==> src/rtl/dcache_pkg.sv <==
// rtl/dcache_pkg.sv - shared types and geometry for the direct-mapped data cache
package dcache_pkg;

  localparam int DCACHE_SETS = 16;
  localparam int IW          = $clog2(DCACHE_SETS);
  localparam int TW          = 30 - IW;

  // word address split into tag / frame index / ignored byte offset
  typedef struct packed {
    logic [TW-1:0] tag;
    logic [IW-1:0] idx;
    logic [1:0]    bytoff;
  } dcachef_t;

  typedef struct packed {
    logic          valid;
    logic          dirty;
    logic [TW-1:0] tag;
    logic [31:0]   data;
  } dframe_t;

  typedef enum logic [2:0] {
    IDLE,
    WB,
    FILL,
    FLUSH,
    DONE
  } dcache_state_t;

  // memory word address of the block held in frame idx with the given tag
  function automatic logic [31:0] frame_addr(input logic [TW-1:0] tag, input logic [IW-1:0] idx);
    return {tag, idx, 2'b00};
  endfunction

endpackage

==> src/rtl/dcache_frame_array.sv <==
// rtl/dcache_frame_array.sv - frame storage, one combinational read port and one write port
module dcache_frame_array
  import dcache_pkg::*;
(
  input  logic          CLK,
  input  logic          nRST,
  input  logic [IW-1:0] rd_idx_i,
  output dframe_t       rd_frame_o,
  input  logic          wr_en_i,
  input  logic [IW-1:0] wr_idx_i,
  input  dframe_t       wr_frame_i
);

  dframe_t frames_q [DCACHE_SETS];

  // reset invalidates every frame; otherwise a single frame write per cycle
  always_ff @(posedge CLK or negedge nRST) begin
    if (!nRST) begin
      for (int i = 0; i < DCACHE_SETS; i++) begin
        frames_q[i] <= '0;
      end
    end else if (wr_en_i) begin
      frames_q[wr_idx_i] <= wr_frame_i;
    end
  end

  assign rd_frame_o = frames_q[rd_idx_i];

endmodule

==> src/rtl/dm_dcache.sv <==
// rtl/dm_dcache.sv - direct-mapped write-back data cache with halt flush (option: DCACHE_ATOMIC_EN adds LL/SC)
module dm_dcache
  import dcache_pkg::*;
(
  input  logic        CLK,
  input  logic        nRST,
  input  logic        halt,
  input  logic        dmemREN,
  input  logic        dmemWEN,
  input  logic        datomic,
  input  logic [31:0] dmemaddr,
  input  logic [31:0] dmemstore,
  output logic        dhit,
  output logic [31:0] dmemload,
  output logic        flushed,
  output logic        dREN,
  output logic        dWEN,
  output logic [31:0] daddr,
  output logic [31:0] dstore,
  input  logic [31:0] dload,
  input  logic        dwait
);

  dcache_state_t state_q, state_d;
  logic [IW-1:0] flush_idx_q, flush_idx_d;

  dcachef_t      req_f;
  dframe_t       frame;
  dframe_t       wr_frame;
  logic [IW-1:0] rd_idx;
  logic [IW-1:0] wr_idx;
  logic          wr_en;
  logic          req;
  logic          hit;
  logic          flush_adv;
  logic          sc_ok;
  logic          sc_fail;
  logic          unused_inputs;

  assign req_f = dcachef_t'(dmemaddr);
  assign req   = dmemREN | dmemWEN;

  // the flush walk owns the read port; otherwise it follows the request index
  assign rd_idx = (state_q == FLUSH) ? flush_idx_q : req_f.idx;
  assign hit    = frame.valid && (frame.tag == req_f.tag);

  dcache_frame_array u_frames (
    .CLK        (CLK),
    .nRST       (nRST),
    .rd_idx_i   (rd_idx),
    .rd_frame_o (frame),
    .wr_en_i    (wr_en),
    .wr_idx_i   (wr_idx),
    .wr_frame_i (wr_frame)
  );

`ifdef DCACHE_ATOMIC_EN
  logic        link_valid_q, link_valid_d;
  logic [29:0] link_addr_q, link_addr_d;
  logic        link_match;

  assign link_match = link_valid_q && (link_addr_q == dmemaddr[31:2]);
  assign sc_ok      = datomic & dmemWEN & link_match;
  // a failed SC is answered at once without touching the frame or memory
  assign sc_fail    = datomic & dmemWEN & ~link_match;

  // link is set by an acknowledged LL and dropped by a successful SC or a plain write to it
  always_comb begin
    link_valid_d = link_valid_q;
    link_addr_d  = link_addr_q;
    if (dhit) begin
      if (datomic && dmemREN && !dmemWEN) begin
        link_valid_d = 1'b1;
        link_addr_d  = dmemaddr[31:2];
      end else if (sc_ok) begin
        link_valid_d = 1'b0;
      end else if (dmemWEN && !datomic && link_match) begin
        link_valid_d = 1'b0;
      end
    end
  end

  // link register
  always_ff @(posedge CLK or negedge nRST) begin
    if (!nRST) begin
      link_valid_q <= 1'b0;
      link_addr_q  <= '0;
    end else begin
      link_valid_q <= link_valid_d;
      link_addr_q  <= link_addr_d;
    end
  end
`else
  assign sc_ok   = 1'b0;
  assign sc_fail = 1'b0;
`endif

  // byte offset is architecturally ignored; datomic is unused without the atomic option
  assign unused_inputs = ^{req_f.bytoff, datomic};

  // state and flush index registers
  always_ff @(posedge CLK or negedge nRST) begin
    if (!nRST) begin
      state_q     <= IDLE;
      flush_idx_q <= '0;
    end else begin
      state_q     <= state_d;
      flush_idx_q <= flush_idx_d;
    end
  end

  // next state, frame update and all handshake outputs
  always_comb begin
    state_d     = state_q;
    flush_idx_d = flush_idx_q;
    dhit        = 1'b0;
    dmemload    = '0;
    flushed     = 1'b0;
    dREN        = 1'b0;
    dWEN        = 1'b0;
    daddr       = '0;
    dstore      = '0;
    wr_en       = 1'b0;
    wr_idx      = req_f.idx;
    wr_frame    = frame;
    flush_adv   = 1'b0;

    case (state_q)
      IDLE: begin
        if (halt) begin
          state_d     = FLUSH;
          flush_idx_d = '0;
        end else if (req) begin
          if (sc_fail) begin
            dhit = 1'b1;
          end else if (hit) begin
            dhit = 1'b1;
            if (dmemWEN) begin
              wr_en          = 1'b1;
              wr_frame.dirty = 1'b1;
              wr_frame.data  = dmemstore;
              dmemload       = {31'b0, sc_ok};
            end else begin
              dmemload = frame.data;
            end
          end else begin
            state_d = (frame.valid && frame.dirty) ? WB : FILL;
          end
        end
      end

      WB: begin
        dWEN   = 1'b1;
        daddr  = frame_addr(frame.tag, req_f.idx);
        dstore = frame.data;
        if (!dwait) begin
          state_d = FILL;
        end
      end

      FILL: begin
        dREN  = 1'b1;
        daddr = {dmemaddr[31:2], 2'b00};
        if (!dwait) begin
          wr_en          = 1'b1;
          wr_frame.valid = 1'b1;
          wr_frame.dirty = 1'b0;
          wr_frame.tag   = req_f.tag;
          wr_frame.data  = dload;
          state_d        = IDLE;
        end
      end

      FLUSH: begin
        if (frame.valid && frame.dirty) begin
          dWEN   = 1'b1;
          daddr  = frame_addr(frame.tag, flush_idx_q);
          dstore = frame.data;
          if (!dwait) begin
            wr_en          = 1'b1;
            wr_idx         = flush_idx_q;
            wr_frame.dirty = 1'b0;
            flush_adv      = 1'b1;
          end
        end else begin
          flush_adv = 1'b1;
        end
        if (flush_adv) begin
          if (flush_idx_q == IW'(DCACHE_SETS - 1)) begin
            state_d = DONE;
          end else begin
            flush_idx_d = flush_idx_q + 1'b1;
          end
        end
      end

      DONE: begin
        flushed = 1'b1;
      end

      default: begin
        state_d = IDLE;
      end
    endcase
  end

endmodule

==> config.mk <==
export PLATFORM = sky130hd
export DESIGN_NAME = dm_dcache
export DESIGN_NICKNAME = d
export VERILOG_FILES = /design/src/rtl/dcache_pkg.sv /design/src/rtl/dcache_frame_array.sv /design/src/rtl/dm_dcache.sv
export SDC_FILE = /design/constraint.sdc
export NUM_CORES = 2
export LEC_CHECK = 0
export ABC_CLOCK_PERIOD_IN_PS = 6900
export BUFFER_PORTS_ARGS = -buffer_cell sky130_fd_sc_hd__buf_2
export CAP_MARGIN = 10
export CORE_MARGIN = 2
export CORE_UTILIZATION = 40
export DETAILED_ROUTE_END_ITERATION = 10
export PLACE_DENSITY = 0.65
export SLEW_MARGIN = 20
export SYNTH_ARGS = -nofsm -noshare
export SYNTH_HDL_FRONTEND = slang
export SYNTH_HIERARCHICAL = 1
export SYNTH_SLANG_ARGS = --single-unit
==> constraint.sdc <==
create_clock -name CLK -period 6.9 [get_ports CLK]
set_clock_uncertainty 0.2 [all_clocks]
set_input_delay 1.38 -clock CLK [delete_from_list [all_inputs] [get_ports CLK]]
set_output_delay 1.38 -clock CLK [all_outputs]
set_load 0.02 [all_outputs]
Yosys cells after proc, flatten, opt, wreduce, memory -nomap -nowiden
Cells that the tools add are included.
- flip-flop bits (word level): 967
- input bits: 103
- output and inout bits: 100
- word-level logic and storage cells: 159
- order comparisons: 3
- $add $sub $neg: 1
- reduce and logical (&&, ||, !) cells: 7
- bitwise operators: 4
- equality and inequality tests: 14
- muxes and demuxes: 64
- operators with widths (kind ; number):
    bitwise mux 960 bit ; 1
    2-to-1 mux 32 bit ; 11
    binary-select mux 60 bit (select 4 bit) ; 1
    demux 60 bit (select 4 bit) ; 1
    2-to-1 mux 60 bit ; 4
    one-hot mux 32 bit (2 select lines) ; 2
    one-hot mux 32 bit (3 select lines) ; 1
    2-to-1 mux 4 bit ; 7
    equality test 26 bit ; 1
    2-to-1 mux 26 bit ; 1
    2-to-1 mux 1 bit ; 22
    2-to-1 mux 3 bit ; 7
    one-hot mux 3 bit (5 select lines) ; 1
    greater-or-equal comparator 5 bit, second input constant ; 2
    inverter 4 -> 5 bit ; 2
    != test 2 bit, second input constant ; 4
    one-hot mux 4 bit (2 select lines) ; 1
    AND reduction 7 bit ; 1
    equality test 3 x 2 -> 1 bit, second input constant ; 2
    != test 3 bit, second input constant ; 2
    one-hot mux 1 bit (3 select lines) ; 2
    less-than comparator 5 x 1 -> 1 bit, second input constant ; 1
    adder 4 x 1 -> 4 bit, second input constant ; 1
    equality test 4 bit, second input constant ; 1
    other kinds (11) ; 14

Depth between registers and ports, before layout
- depth after elaboration: 15
- depth in mapped cells: 23
- mapped depth without buffers: 14

Hierarchy
Netlist, hierarchy kept.
- by module, submodules not included (module ; sequential area each (um^2) ; cells each ; instances ; area an instance (um^2)):
    dcache_frame_array ; 24023.0 ; 2612 ; 1 ; 42881.1
    dm_dcache ; 175.2 ; 406 ; 1 ; 2840.2

Worst setup path after synthesis
OpenSTA, ideal clock, no wires.
- path kind: in2out
- start point: in dmemaddr[2]
- end point: out dmemload[10]
- slack: 638 ps
- data required time: 5320 ps
- buffers on the path: 4
- cell stages on the path: 14
- arrival time: 4682 ps
- cell sequence: mux2_2 > clkbuf_1 > buf_2 > buf_2 > mux4_2 > a22oi_1 > nand2_1 > xor2_1 > nor4_1 > nand4_1 > nor4_4 > and4_4 > buf_6 > and2_1
- RTL lines (element ; line ; text):
    start: declaration ; dm_dcache.sv:11 ; input logic [31:0] dmemaddr,
    end: declaration ; dm_dcache.sv:14 ; output logic [31:0] dmemload,

==> flow_metrics.tcl <==
set metrics [dict create \
    status "finished clean" \
    finalCriticalPeriod_ns 6.872 \
    synthArstFlopShare_pct 100.0 \
    relSlewSlack_pct 27.58 \
    num-fill-cells 9836 \
    power.switching_mw 6.725 \
    synthesis.area_um2 45720 \
    rsz0062_at_grt "yes" \
    wl_met3_um 7278 \
    place_ws_ns -0.3608 \
    hold_ws_ns 0.2869 \
    synth.area.mux_share_pct 36.20 \
    synth_simple_gate_area_share_pct 3.593 \
    grt_max_degree 146 \
    crit_buf_inv 7 \
    p_leak_nw 25.19 \
    maxCapViolCount 0 \
    setup_violations 0 \
    die_area_um2 117000 \
    hold_end "u_frames/frames_q[785]$_DFFE_PN0P_" \
    worst_setup_path_start_kind "input pin" \
    place_congestion 0.7810 \
    final_area_um2 53700 \
    antenna_found_initial 11 \
    viasPerCell 5.725 \
    overflow 0 \
    synthAdderAreaFrac_pct 0.02737 \
    synth_cell_types 61 \
    yosysSeqAreaShare_pct 52.93 \
    vias 27580 \
    final_util_pct 47.15 \
    first_pass_iters 5 \
    final_common_cell "dfrtp_1" \
    whs_path_depth 1 \
    r2r_cells 21 \
    drt_wl_total_um 125000 \
    num_rows 124 \
    wl_met1_um 56270 \
    area_delta_synth_final_pct 17.44 \
    dp_cells 4581 \
    synth-edff-count 0 \
    synth.avg_cell_area_um2 15.15 \
    h-tree-depth 3 \
    cts-root-buf "clkbuf_16" \
    crit_type "input pin to output pin" \
    grt_pass1_wl_um 186600 \
    clkTransAtPathRegs_ns 0.06 \
    initial_core_util_pct 40.15 \
    drive_above_1_share_pct 56.40 \
    postPlaceCellArea_um2 49290 \
    r2r_slack_ns 0.96 \
    synth-xor-area-share_pct 0.5172 \
    critPathCaptureType "output pin" \
    cp_num_cells 17 \
    p_total_mw 20.09 \
    grt.total_usage_pct 21.16 \
    cp_max_fo 8 \
    io_pins 203 \
    wl_met2_um 57670 \
    hold_start "u_frames/frames_q[785]$_DFFE_PN0P_" \
    final_cell_mix "965 x dfrtp_1, 893 x mux2_2, 240 x mux4_2" \
    path_cells "buf_6, mux2_8, buf_12, clkbuf_16, buf_6, mux4_2, a22oi_2, nand2_1, xor2_1, nor4_4, nand4_1, buf_6, nor4_4, and4_4, clkbuf_16, and2_4, buf_6" \
    die_y_um 342.1 \
    final_nets 3326 \
    rr_startpoint "state_q[2]$_DFFE_PN0P_" \
    switching_share_pct 33.48 \
    dp_hpwl_um 73040 \
    p_clk_share_pct 27.9 \
    fin_cells 4817 \
    worstPathRequired_ns 5.32 \
    finalCritPeriodShare_pct 99.60 \
    synth-warning-count 6 \
    p_per_area_nw_per_um2 374.1 \
    ys_seq_elements 967 \
    wire_per_inst_um 25.95 \
    worst_pin_slew_ns 1.083 \
    cts_tree "built" \
    sequentialPowerShare_pct 38.0 \
    arrival_ns 5.29 \
    hold_viol 0 \
    ctsHoldBuffers 0 \
    cts_buffers 102 \
    io_buffer_count 197 \
    synth_top_family_by_area "multiplexers" \
    syn_inst 3018 \
    coreArea_um2 113900 \
    ys.flop_type "dfrtp_1" \
    fmax_mhz 145.5 \
    clock_latency_ns 0.68 \
    top_layer "met5" \
    cts_max_path_buffers 3 \
    drtIter0Drc 2106 \
    final_antenna_net_count 0 \
    min_path_type "flip-flop to flip-flop" \
    fp.dieW_um 342.1 \
    crit_path_top_delay_cell "mux4_2" \
    final_max_slew_viol_count 0 \
    p_int_mw 13.36 \
    r2r-end "u_frames/frames_q[512]$_DFFE_PN0P_" \
    crit_family "simple AND/OR/NAND/NOR gates" \
    setup_ws_ns 0.02775 \
    drc 0 \
    worst_path_most_repeated_cell "buf_6" \
    setup-tns-final_ns 0 \
    first_global_vias 28470 \
    ir_worst_vdd_v 0.0002601 \
    synth_compound_area_share_pct 3.714 \
    critPathMaxStageDelay_ns 0.42 \
    cts.sinks 967 \
    power_frac_comb_pct 34.2 \
]
power groups by stage:
stage	logic (mW)	registers, mW	clock network, mW
final	6.87	7.63	5.60
after global routing	7.32	7.79	5.94
after CTS	6.58	7.62	5.71
after detailed placement	6.49	7.72	0
after global placement	6.41	7.67	0
after floorplan	4.57	7.49	0
cell families after synthesis:
kind of cell,Yosys count
other,1
adder cells (fa/ha/maj),1
AND/OR/NAND/NOR,314
XOR/XNOR,27
AO/OA/AOI/OAI,214
multiplexers,1210
buffers and inverters,284
flip-flops,967
cell usage after synthesis, types with 16 or more instances:
library cell | instances | area [µm²]
and2_1 | 68 | 425.4
mux2_4 | 60 | 900.9
mux4_2 | 240 | 5405
nand2_1 | 148 | 555.5
mux2_2 | 895 | 10080
dfrtp_1 | 967 | 24200
buf_2 | 122 | 610.6
clkbuf_1 | 129 | 484.2
xor2_1 | 16 | 140.1
a221o_1 | 20 | 200.2
a22oi_1 | 125 | 938.4
a22o_1 | 29 | 254.0
flip-flops by register name, indices dropped and copies added (netlist names):
signal and flops:
state_q 3, u_frames/frames_q 960, flush_idx_q 4
worst max path at each step:
stage | startpoint | endpoint | slack (ns)
final | dmemaddr[2] | dmemload[6] | 0.03
after global routing | state_q[2]$_DFFE_PN0P_ | dmemload[13] | -0.06
after CTS | dmemaddr[2] | dmemload[4] | 0.008
after detailed placement | dmemaddr[2] | dmemload[4] | -0.36
after global placement | dmemaddr[2] | dmemload[13] | -0.32
after floorplan | dmemaddr[2] | dmemload[10] | 0.64
metal layers:
metal	vias to the layer above	GRT usage, %
met2	727	32.53
met3	205	4.239
met5	-	0
met1	14970	30.27
li1	11660	-
met4	12	6.561
cell type report:
cell class                      instances  area (µm²)  area share, %
Multi-Input combinational cell       1768       20610          38.39
Inverter                                3       11.26        0.02097
Tap cell                             1512        1892          3.523
Antenna cell                            2       5.005       0.009321
Clock buffer                          145        2999          5.585
Sequential cell                       967       24200          45.07
Timing Repair Buffer                  380        3562          6.634
Clock inverter                         40       412.9         0.7690
what timing repair did:
action	4_1_cts	5_1_grt
endpoints found under the setup margin	33	33
gates resized for setup	10	96
gates cloned	0	8
buffers inserted	10	30
pin swaps	5	23
(Power assumes the default switching activity.)
